<file path="config.mk">
export PLATFORM = sky130hd
export DESIGN_NAME = gdl_psnm
export DESIGN_NICKNAME = d
export VERILOG_FILES = /design/src/rtl/gdl_psnm.sv
export SDC_FILE = /design/constraint.sdc
export NUM_CORES = 1
export LEC_CHECK = 0
export ABC_AREA = 1
export BUFFER_PORTS_ARGS = -buffer_cell sky130_fd_sc_hd__buf_2
export CAP_MARGIN = 5
export CORE_ASPECT_RATIO = 2
export CORE_UTILIZATION = 54
export CTS_CLUSTER_SIZE = 40
export DETAILED_ROUTE_END_ITERATION = 16
export PLACE_DENSITY_LB_ADDON = 0.25
export SYNTH_ARGS = -nofsm -noshare
export SYNTH_HDL_FRONTEND = slang
export SYNTH_SLANG_ARGS = --single-unit
</file>
<file path="constraint.sdc">
create_clock -name gclk2 -period 1.48 [get_ports gclk2]
set_clock_uncertainty 0.15 [all_clocks]
set_input_delay 0.148 -clock gclk2 [delete_from_list [all_inputs] [get_ports gclk2]]
set_output_delay 0.148 -clock gclk2 [all_outputs]
set_load 0.005 [all_outputs]
</file>
<file path="src/rtl/gdl_psnm.sv">
// gdl_psnm: per-bit prescaled FTD trigger with single-trigger FSM, dead time and accepted-trigger counter
module gdl_psnm #(
  parameter int NBIT     = 13,
  parameter int PSW      = 8,
  parameter int DEADTIME = 8,
  parameter int CNTW     = 32
) (
  input  logic                gclk2,
  input  logic                rstn,
  input  logic [NBIT-1:0]     ftd_in,
  input  logic [NBIT-1:0]     mask,
  input  logic [NBIT*PSW-1:0] prescale,
  input  logic                busy_in,
  output logic                l1_trg,
  output logic [NBIT-1:0]     l1_type,
  output logic [CNTW-1:0]     l1_cnt,
  output logic                l1_busy
);
  localparam logic [1:0] IDLE = 2'd0, FIRE = 2'd1, DEAD = 2'd2;
  localparam int DW = $clog2(DEADTIME + 1);
  logic [1:0]      state;
  logic [DW-1:0]   dead;
  logic [NBIT-1:0] ftd_q, ftd_qq, rise, hit, psnm;
  logic            live;
  assign rise = ftd_q & ~ftd_qq;
  assign live = (state == IDLE) && !busy_in;
  // pc >= prescale-1 is the same as pc+1 >= prescale without overflowing PSW bits
  for (genvar i = 0; i < NBIT; i++) begin : g_bit
    logic [PSW-1:0] pc, ps;
    logic           adv;
    assign ps     = prescale[i*PSW +: PSW];
    assign adv    = live & rise[i] & mask[i] & (ps != '0);
    assign hit[i] = adv & (pc >= ps - PSW'(1));
    always_ff @(posedge gclk2 or negedge rstn)
      if (!rstn) pc <= '0;
      else if (adv) pc <= hit[i] ? '0 : pc + PSW'(1);
  end
  always_ff @(posedge gclk2 or negedge rstn) begin
    if (!rstn) begin
      ftd_q   <= '0;
      ftd_qq  <= '0;
      psnm    <= '0;
      state   <= IDLE;
      dead    <= '0;
      l1_trg  <= 1'b0;
      l1_type <= '0;
      l1_cnt  <= '0;
      l1_busy <= 1'b0;
    end else begin
      ftd_q   <= ftd_in;
      ftd_qq  <= ftd_q;
      psnm    <= hit;
      l1_trg  <= state == FIRE;
      l1_busy <= (state != IDLE) || busy_in;
      if (state == IDLE && psnm != '0 && !busy_in) begin
        state   <= FIRE;
        l1_type <= psnm;
      end else if (state == FIRE) begin
        state  <= DEAD;
        dead   <= DW'(DEADTIME - 1);
        l1_cnt <= l1_cnt + CNTW'(1);
      end else if (state == DEAD) begin
        if (dead != '0) dead <= dead - DW'(1);
        else if (!busy_in) state <= IDLE;
      end
    end
  end
endmodule

</file>
==> results of run 1 <==
[power breakdown]
group	internal (uW)	switching, uW
clock	2510	2220
combinational	3380	3700
sequential	5980	408
[final cells by class]
cell class                 count  area (sq um)  share of cell area, %
timing repair buffer         576          4430                   21.3
tap                          348           435                   2.09
multi-input combinational   1489          9260                   44.4
clock buffer                  18           439                   2.11
inverter                     310          1230                   5.88
sequential                   196          4910                   23.6
clock inverter                13           136                  0.654
timing repair inverter         1          7.51                 0.0360
[cell families (layout without fill, tap and decap cells)]
logic type | after synthesis | in the layout | synth area share (%)
xor+xnor | 139 | 139 | 8.30
compound gates | 74 | 74 | 3.00
flops | 196 | 196 | 33.4
fa+ha+maj | 148 | 148 | 12.6
simple gates | 1128 | 1128 | 34.2
buf+inv | 328 | 918 | 8.48
[routing by layer]
| metal | global-route usage (%) | wire [microns] |
|---|---|---|
| met2 | 61.4 | 24900 |
| met5 | 0 | 0 |
| met1 | 28.2 | 15100 |
| met4 | 16.3 | 2460 |
| met3 | 4.53 | 1610 |
[worst min-delay path by stage]
stage	to	slack (ns)	cells after the start	from
4_1_cts	l1_busy	-0.06	5	busy_in
3_5_place_dp	ftd_qq[8]	-0.12	1	rstn
3_3_place_gp	ftd_qq[8]	-0.12	1	rstn
2_1_floorplan	dead[0]	-0.30	0	rstn
5_1_grt	ftd_q[6]	-0.005	2	rstn
6_report	ftd_q[6]	-0.001	2	rstn
[state kept, by name, summed over array words and instances, names as in the netlist]
register  count
g_bit.pc    104
l1_cnt       32
ftd_q        13
ftd_qq       13
l1_type      13
psnm         13
dead          4
state         2
l1_busy       1
l1_trg        1
[placed cells by master, fill, tap and decap left out, types with 6 or more instances in the layout]
cell type / instances
nand3_4: 6
ha_1: 134
nand2_2: 42
buf_4: 305
nand3_1: 89
nor2_2: 8
xnor2_1: 45
o21ai_2: 13
buf_6: 47
buf_12: 21
buf_2: 172
nand3_2: 17
nor2_4: 35
ha_4: 10
a21oi_2: 11
dlygate4sd3_1: 26
nand2_1: 610
dfrtp_1: 192
inv_1: 276
clkbuf_16: 17
nor3_2: 6
nand2_4: 9
o21a_1: 13
inv_2: 11
nor2_1: 161
a21oi_1: 28
inv_4: 21
xor2_1: 92
nand4_1: 118
clkinvlp_4: 8
nand3b_1: 18
nor3_4: 6
[per-stage QoR]
step | worst slack, ns | total power [uW] | util, % | TNS [ns]
floorplan | -0.261 | 9810 | - | -25.46
global placement | -0.520 | 12400 | 71.0 | -60.13
detailed placement | -0.578 | 12800 | 71.0 | -68.49
CTS | -0.329 | 17900 | 76.1 | -35.72
global route | -0.593 | 19400 | 77.8 | -54.18
finish | -0.594 | 18200 | 77.8 | -45.27
[Yosys cell counts]
cell	count	area, sq um
clkbuf_1	13	48.8
inv_2	15	56.3
nand2_2	4	25.0
nor3_1	10	50.1
nor2_2	4	25.0
nor2_4	18	203
nor3_4	1	16.3
a21oi_1	33	165
o21ai_0	14	70.1
nand4_1	118	738
xor2_1	92	806
nand3_2	12	120
clkinv_1	1	3.75
xnor2_1	47	412
nand3b_1	18	135
o21ai_1	4	20.0
or2_2	1	6.26
a21oi_2	10	87.6
inv_1	294	1100
nor2_1	182	683
o21a_1	13	97.6
nand2_1	658	2470
nand4_4	1	21.3
nand3_1	99	495
ha_1	148	1850
nand3_4	1	17.5
nor3_2	1	10.0
clkbuf_2	1	5.00
buf_6	1	11.3
dfrtp_1	196	4900
buf_2	3	15.0
[worst max-delay path, cell delays in order (launching register included)]
cell	delay [ns]
dfrtp_1	0.43
nand2_1	0.18
nor2_1	0.21
nand2_1	0.18
nor2_4	0.26
xor2_1	0.49
[what timing repair did]
action | CTS | global route
hold buffers | 27 | 0
cloned | 3 | 0
resized for setup | 115 | 83
setup endpoints to repair | 170 | 189
setup buffers | 16 | 24
pin swaps | 37 | 46
endpoints found under the hold margin | 242 | 0
==> out/qor.txt, run 1 <==
OUTCOME
------------------------------------------------------------------------------------------
Run status .................................................................. finished, violations left
Failing checks .............................................................. hold timing, setup timing

SYNTH
------------------------------------------------------------------------------------------
Post-synthesis instance area ................................................  14700 sq um
Seq cells post-synth ........................................................          196
Number of instances in the synthesized netlist ..............................         2013
Post-synthesis average cell area ............................................   7.29 sq um
Sequential share of the synthesized area ....................................        33.4%
Synth cell types ............................................................           31
YS warnings .................................................................            0
Syn_nets ....................................................................         2294

ROUTE
------------------------------------------------------------------------------------------
Routed wire per std cell .................................................... 15.0 microns
Number of DRC markers after the initial detailed-route iteration ............          864
Number of DRC violations after detailed routing .............................            0
Detail Route Antenna Nets ...................................................            0
Detailed Route WL ...........................................................      44.2 mm
Mean number of vias per cell ................................................         5.28
Vias after detailed routing .................................................        15600
TritonRoute pass-1 iters ....................................................            5

MIN PATH
------------------------------------------------------------------------------------------
Path type of the worst min-delay path ....................................... input port to async pin

FLOORPLANNING
------------------------------------------------------------------------------------------
DIE WIDTH ...................................................................  119 microns
Core footprint ..............................................................  26800 sq um
Total Die Area ..............................................................  27900 sq um
Rows ........................................................................           85
Starting Density ............................................................        54.8%
Io pins .....................................................................          180
Y dimension of the die ......................................................  235 microns

SETUP PATH
------------------------------------------------------------------------------------------
Req. time, crit path ........................................................      1.64 ns
R2R Path End ................................................................   l1_cnt[17]
Setup crit start ............................................................   l1_cnt[10]
Highest net fanout along the worst path .....................................            8
CP Capture Point ............................................................   l1_cnt[17]
Type of element launching the critical path .................................         flop
Worst path arrival time .....................................................      2.23 ns
Worst Reg2Reg Path Length in Cells ..........................................            5
Crit end category ...........................................................         flop
Critical R2R Launch .........................................................   l1_cnt[10]
R2r setup slk ...............................................................     -0.59 ns
Startpoint-to-endpoint class of the critical path ........................... flop to flop

FINAL LAYOUT
------------------------------------------------------------------------------------------
Antenna Diode Count .........................................................            0
Nets ........................................................................         2872
Total non-filler cell area in the finished layout ...........................  20800 sq um
Area growth, synth to finish ................................................        42.1%
Count of non-filler cells in the finished layout ............................         2951
Share of cells above drive strength 1 .......................................        30.6%
Fill cells ..................................................................         1830

CLOCK TREE
------------------------------------------------------------------------------------------
CTS tree ....................................................................         done
Clock edge transition at the registers on the reported setup and hold paths .      0.08 ns
Clk buf depth ...............................................................            2
Number of levels in the clock H-tree ........................................            4
Skew-Pair Late Insertion Delay ..............................................      0.47 ns
Number of buffers created by CTS ............................................           17
Root buffer cell ............................................................    clkbuf_16
Sink count of the clock tree ................................................          196

PLACEMENT
------------------------------------------------------------------------------------------
Placed cell count ...........................................................         2858
DP Wirelength ...............................................................      30.6 mm
Post-place instance area ....................................................  19000 sq um
Port Buffer Count ...........................................................          179
Routability Congestion ......................................................        0.969

RUN
------------------------------------------------------------------------------------------
Number of violations of the max-capacitance limit ...........................            0

STA
------------------------------------------------------------------------------------------
Post-route minimum period ...................................................      2.07 ns
Final hold violations .......................................................            1
Post-Route Hold Slack .......................................................  -0.00118 ns
Worst setup slack after layout ..............................................    -0.594 ns
Max-slew headroom ...........................................................        63.7%
Ratio of final minimum period to clock period ...............................         140%
Slew at the pin closest to its max-slew limit ...............................     0.543 ns
Number of max-slew violations in the final report ...........................            0
FMAX ........................................................................      482 MHz
# setup viols final .........................................................          165
Unrepaired setup endpoints after global routing .............................         true

POWER AND IR DROP
------------------------------------------------------------------------------------------
Peak ir drop on the vdd network .............................................   0.000967 V
Static power due to leakage .................................................    0.0116 uW
Power per cell area .........................................................  873 nW/um^2

GRT
------------------------------------------------------------------------------------------
Largest net degree at the start of global routing ...........................           73
Grt ovf .....................................................................            0
Total routing usage reported by global routing ..............................        30.4%
Antenna violations before repair ............................................            0
Global-route wire length before repair ......................................      69.2 mm
Vias in the first global route ..............................................        15900

(Power assumes the default switching activity.)
==> inputs of run 2 (changes only) <==
Settings changed: ABC_AREA 1 to unset, CORE_MARGIN set to 10, CORE_UTILIZATION 54 to 53.
==> run 2 against run 1 <==
The run ends with setup timing left. Total power grew 34%. Fmax down 8.1%. Design area decreased by 2.8%. Non-clock buffer count rose by 55. First-iteration DRC count fell by 2.0%. Via count is 11% lower. Global-route usage decreased by 3.5 points. Clock power increased by 8.2%.
==> out/qor.txt, run 2 <==
SYNTH
------------------------------------------------------------------------------------------
Synth cell types ............................................................           55
Area share of the largest cell type after synthesis .........................        38.2%
Most area-consuming cells after synthesis ................................... dfrtp_1 38%, ha_1 14%, nand2_1 4.2%
Number of enable-type register cells in the synthesized netlist .............            0
Most frequent cells after synthesis ......................................... 196 x dfrtp_1, 148 x ha_1, 145 x nand2_1
Sequential share of the synthesized area ....................................        38.2%
Cell with the most instances after synthesis ................................      dfrtp_1
Post-synthesis instance area ................................................  12800 sq um
Seq cells post-synth ........................................................          196
Post-synth top flop .........................................................      dfrtp_1
Post-synthesis average cell area ............................................   9.26 sq um
Number of instances in the synthesized netlist ..............................         1385
YS warnings .................................................................            0
Synth async-reset ratio .....................................................         100%
Syn_nets ....................................................................         1666
Cell taking the most area after synthesis ...................................      dfrtp_1

FLOORPLANNING
------------------------------------------------------------------------------------------
Rows ........................................................................           80
Core footprint ..............................................................  23800 sq um
Io pins .....................................................................          180
Y dimension of the die ......................................................  240 microns
Starting Density ............................................................        53.8%
DIE WIDTH ...................................................................  130 microns
Total Die Area ..............................................................  31200 sq um

ROUTE
------------------------------------------------------------------------------------------
Mean number of vias per cell ................................................         5.97
TritonRoute pass-1 iters ....................................................            5
Number of DRC markers after the initial detailed-route iteration ............          847
Detail Route Antenna Nets ...................................................            0
Detailed Route WL ...........................................................      46.5 mm
Routed wire per std cell .................................................... 20.0 microns
Vias after detailed routing .................................................        13800
Number of DRC violations after detailed routing .............................            0

CLOCK TREE
------------------------------------------------------------------------------------------
Clk buf depth ...............................................................            2
Sink count of the clock tree ................................................          196
Clock edge transition at the registers on the reported setup and hold paths .      0.08 ns
Number of levels in the clock H-tree ........................................            4
Number of buffers created by CTS ............................................           17
CTS tree ....................................................................         done
Skew-Pair Late Insertion Delay ..............................................      0.46 ns
Root buffer cell ............................................................    clkbuf_16

POWER AND IR DROP
------------------------------------------------------------------------------------------
Peak ir drop on the vdd network .............................................   0.000806 V
Clock power frac ............................................................        21.0%
Net Sw Power ................................................................      9240 uW
Total internal power ........................................................     15200 uW
Net switching share of the total power ......................................        37.8%
Post-route total power ......................................................     24500 uW
Power per cell area ......................................................... 1210 nW/um^2
Seq pwr share ...............................................................        30.1%
Static power due to leakage .................................................   0.00985 uW
Logic pwr share .............................................................        48.9%

FINAL LAYOUT
------------------------------------------------------------------------------------------
Final core utilization ......................................................        85.1%
Antenna Diode Count .........................................................            0
Area growth, synth to finish ................................................        58.0%
Largest registers ........................................................... g_bit.pc (104), l1_cnt (32)
Share of cells above drive strength 1 .......................................        46.3%
Most common cell after layout, fill and taps aside ..........................        buf_4
Register bank with the most flops ...........................................     g_bit.pc
Nets ........................................................................         2301
Most frequent cells in the layout ........................................... 359 x buf_4, 195 x dfrtp_1, 172 x buf_2
Number of flip-flops under the largest register name ........................          104

STA
------------------------------------------------------------------------------------------
Max-slew headroom ...........................................................        68.2%
Slew at the pin closest to its max-slew limit ...............................     0.473 ns
Ratio of final minimum period to clock period ...............................         153%
Post-route minimum period ...................................................      2.26 ns
Number of max-slew violations in the final report ...........................            0
FMAX ........................................................................      443 MHz
Worst setup slack after layout ..............................................    -0.778 ns
Aggregate negative setup slack ..............................................    -99.90 ns
Unrepaired setup endpoints after global routing .............................         true
Post-Route Hold Slack .......................................................    0.0335 ns
Final hold violations .......................................................            0
# setup viols final .........................................................          172

OUTCOME
------------------------------------------------------------------------------------------
Failing checks .............................................................. setup timing
Run status .................................................................. finished, violations left

MIN PATH
------------------------------------------------------------------------------------------
Path type of the worst min-delay path ....................................... input port to flop

PLACEMENT
------------------------------------------------------------------------------------------
Routability Congestion ......................................................        0.868
Worst Setup Slack post-DPL ..................................................     -1.11 ns
DP Wirelength ...............................................................      29.3 mm
Port Buffer Count ...........................................................          179

GRT
------------------------------------------------------------------------------------------
Vias in the first global route ..............................................        14500
Antenna violations before repair ............................................            0
Total routing usage reported by global routing ..............................        27.0%
Grt ovf .....................................................................            0
Largest net degree at the start of global routing ...........................           44
Global-route wire length before repair ......................................      67.7 mm

SETUP PATH
------------------------------------------------------------------------------------------
Startpoint-to-endpoint class of the critical path ........................... flop to flop
Crit end category ...........................................................         flop
Highest net fanout along the worst path .....................................            6
Type of element launching the critical path .................................         flop
Worst path arrival time .....................................................      2.46 ns
Req. time, crit path ........................................................      1.68 ns

RUN
------------------------------------------------------------------------------------------
Number of violations of the max-capacitance limit ...........................            0

## run 2: worst paths after layout
path                       depth (start not counted)              to  slack (ns)      start
hold reg to reg                                    0      ftd_qq[11]        0.23  ftd_q[11]
setup / recovery                                   9  g_bit[2].pc[4]       -0.78   state[1]
min in group asynchronous                          2      l1_cnt[17]        0.05       rstn
setup reg to reg                                   9  g_bit[2].pc[4]       -0.78   state[1]
max in group asynchronous                          3  g_bit[8].pc[3]        0.56       rstn
hold / removal                                     3  g_bit[4].pc[0]        0.03    mask[4]
## run 2: metrics by stage
step / cells / area, sq um
5_1_grt: 2319 / 20300
6_report: 2319 / 20300
2_1_floorplan: 1385 / 13500
3_3_place_gp: 2203 / 17500
3_5_place_dp: 2203 / 17500
4_1_cts: 2288 / 19400
## run 2: worst max-delay path, cell delays in order (launching register included)
cell	delay [ns]
dfrtp_1	0.41
inv_2	0.09
ha_4	0.13
nor2b_4	0.18
buf_12	0.12
buf_12	0.15
nand3_4	0.08
or3_4	0.39
nand2b_4	0.17
o31ai_1	0.29
## run 2: what timing repair did
item	4_1_cts	5_1_grt
endpoints found under the hold margin	219	0
pin swaps	89	78
setup buffers	31	38
resized for setup	184	151
cloned	7	2
setup endpoints to repair	168	172
hold buffers	20	0
## run 2: logic make-up after synthesis
kind of cell,after synthesis,synth area share (%)
AO/OA/AOI/OAI,267,13.8
adder cells (fa/ha/maj),148,14.4
multiplexers,13,1.17
buffers and inverters,121,3.77
XOR/XNOR,109,7.44
flip-flops,196,38.2
AND/OR/NAND/NOR,531,21.2
## run 2: routing by layer
layer  GRT usage, %  wire, microns  vias up
met1           24.9          15400     6809
li1               -              -     6242
met4           14.9           2880        0
met2           53.2          26000      564
met5              0              0        -
met3           4.10           2150      226
## run 2: cell type report
cell class	count	area, sq um
Inverter	102	408
Timing Repair Buffer	631	4810
Clock buffer	19	453
Clock inverter	12	176
Fill cell	1187	3550
Multi-Input combinational cell	1072	9160
Sequential cell	196	4910
Tap cell	287	359
## run 2: power by group through the flow
| stage | clock network, uW | registers [uW] | logic [uW] |
|---|---|---|---|
| after global routing | 5370 | 7460 | 12800 |
| after CTS | 5120 | 7290 | 10300 |
| after detailed placement | 0 | 7360 | 9090 |
| after floorplan | 0 | 7490 | 4540 |
| after global placement | 0 | 7330 | 8630 |
| final | 5120 | 7370 | 12000 |
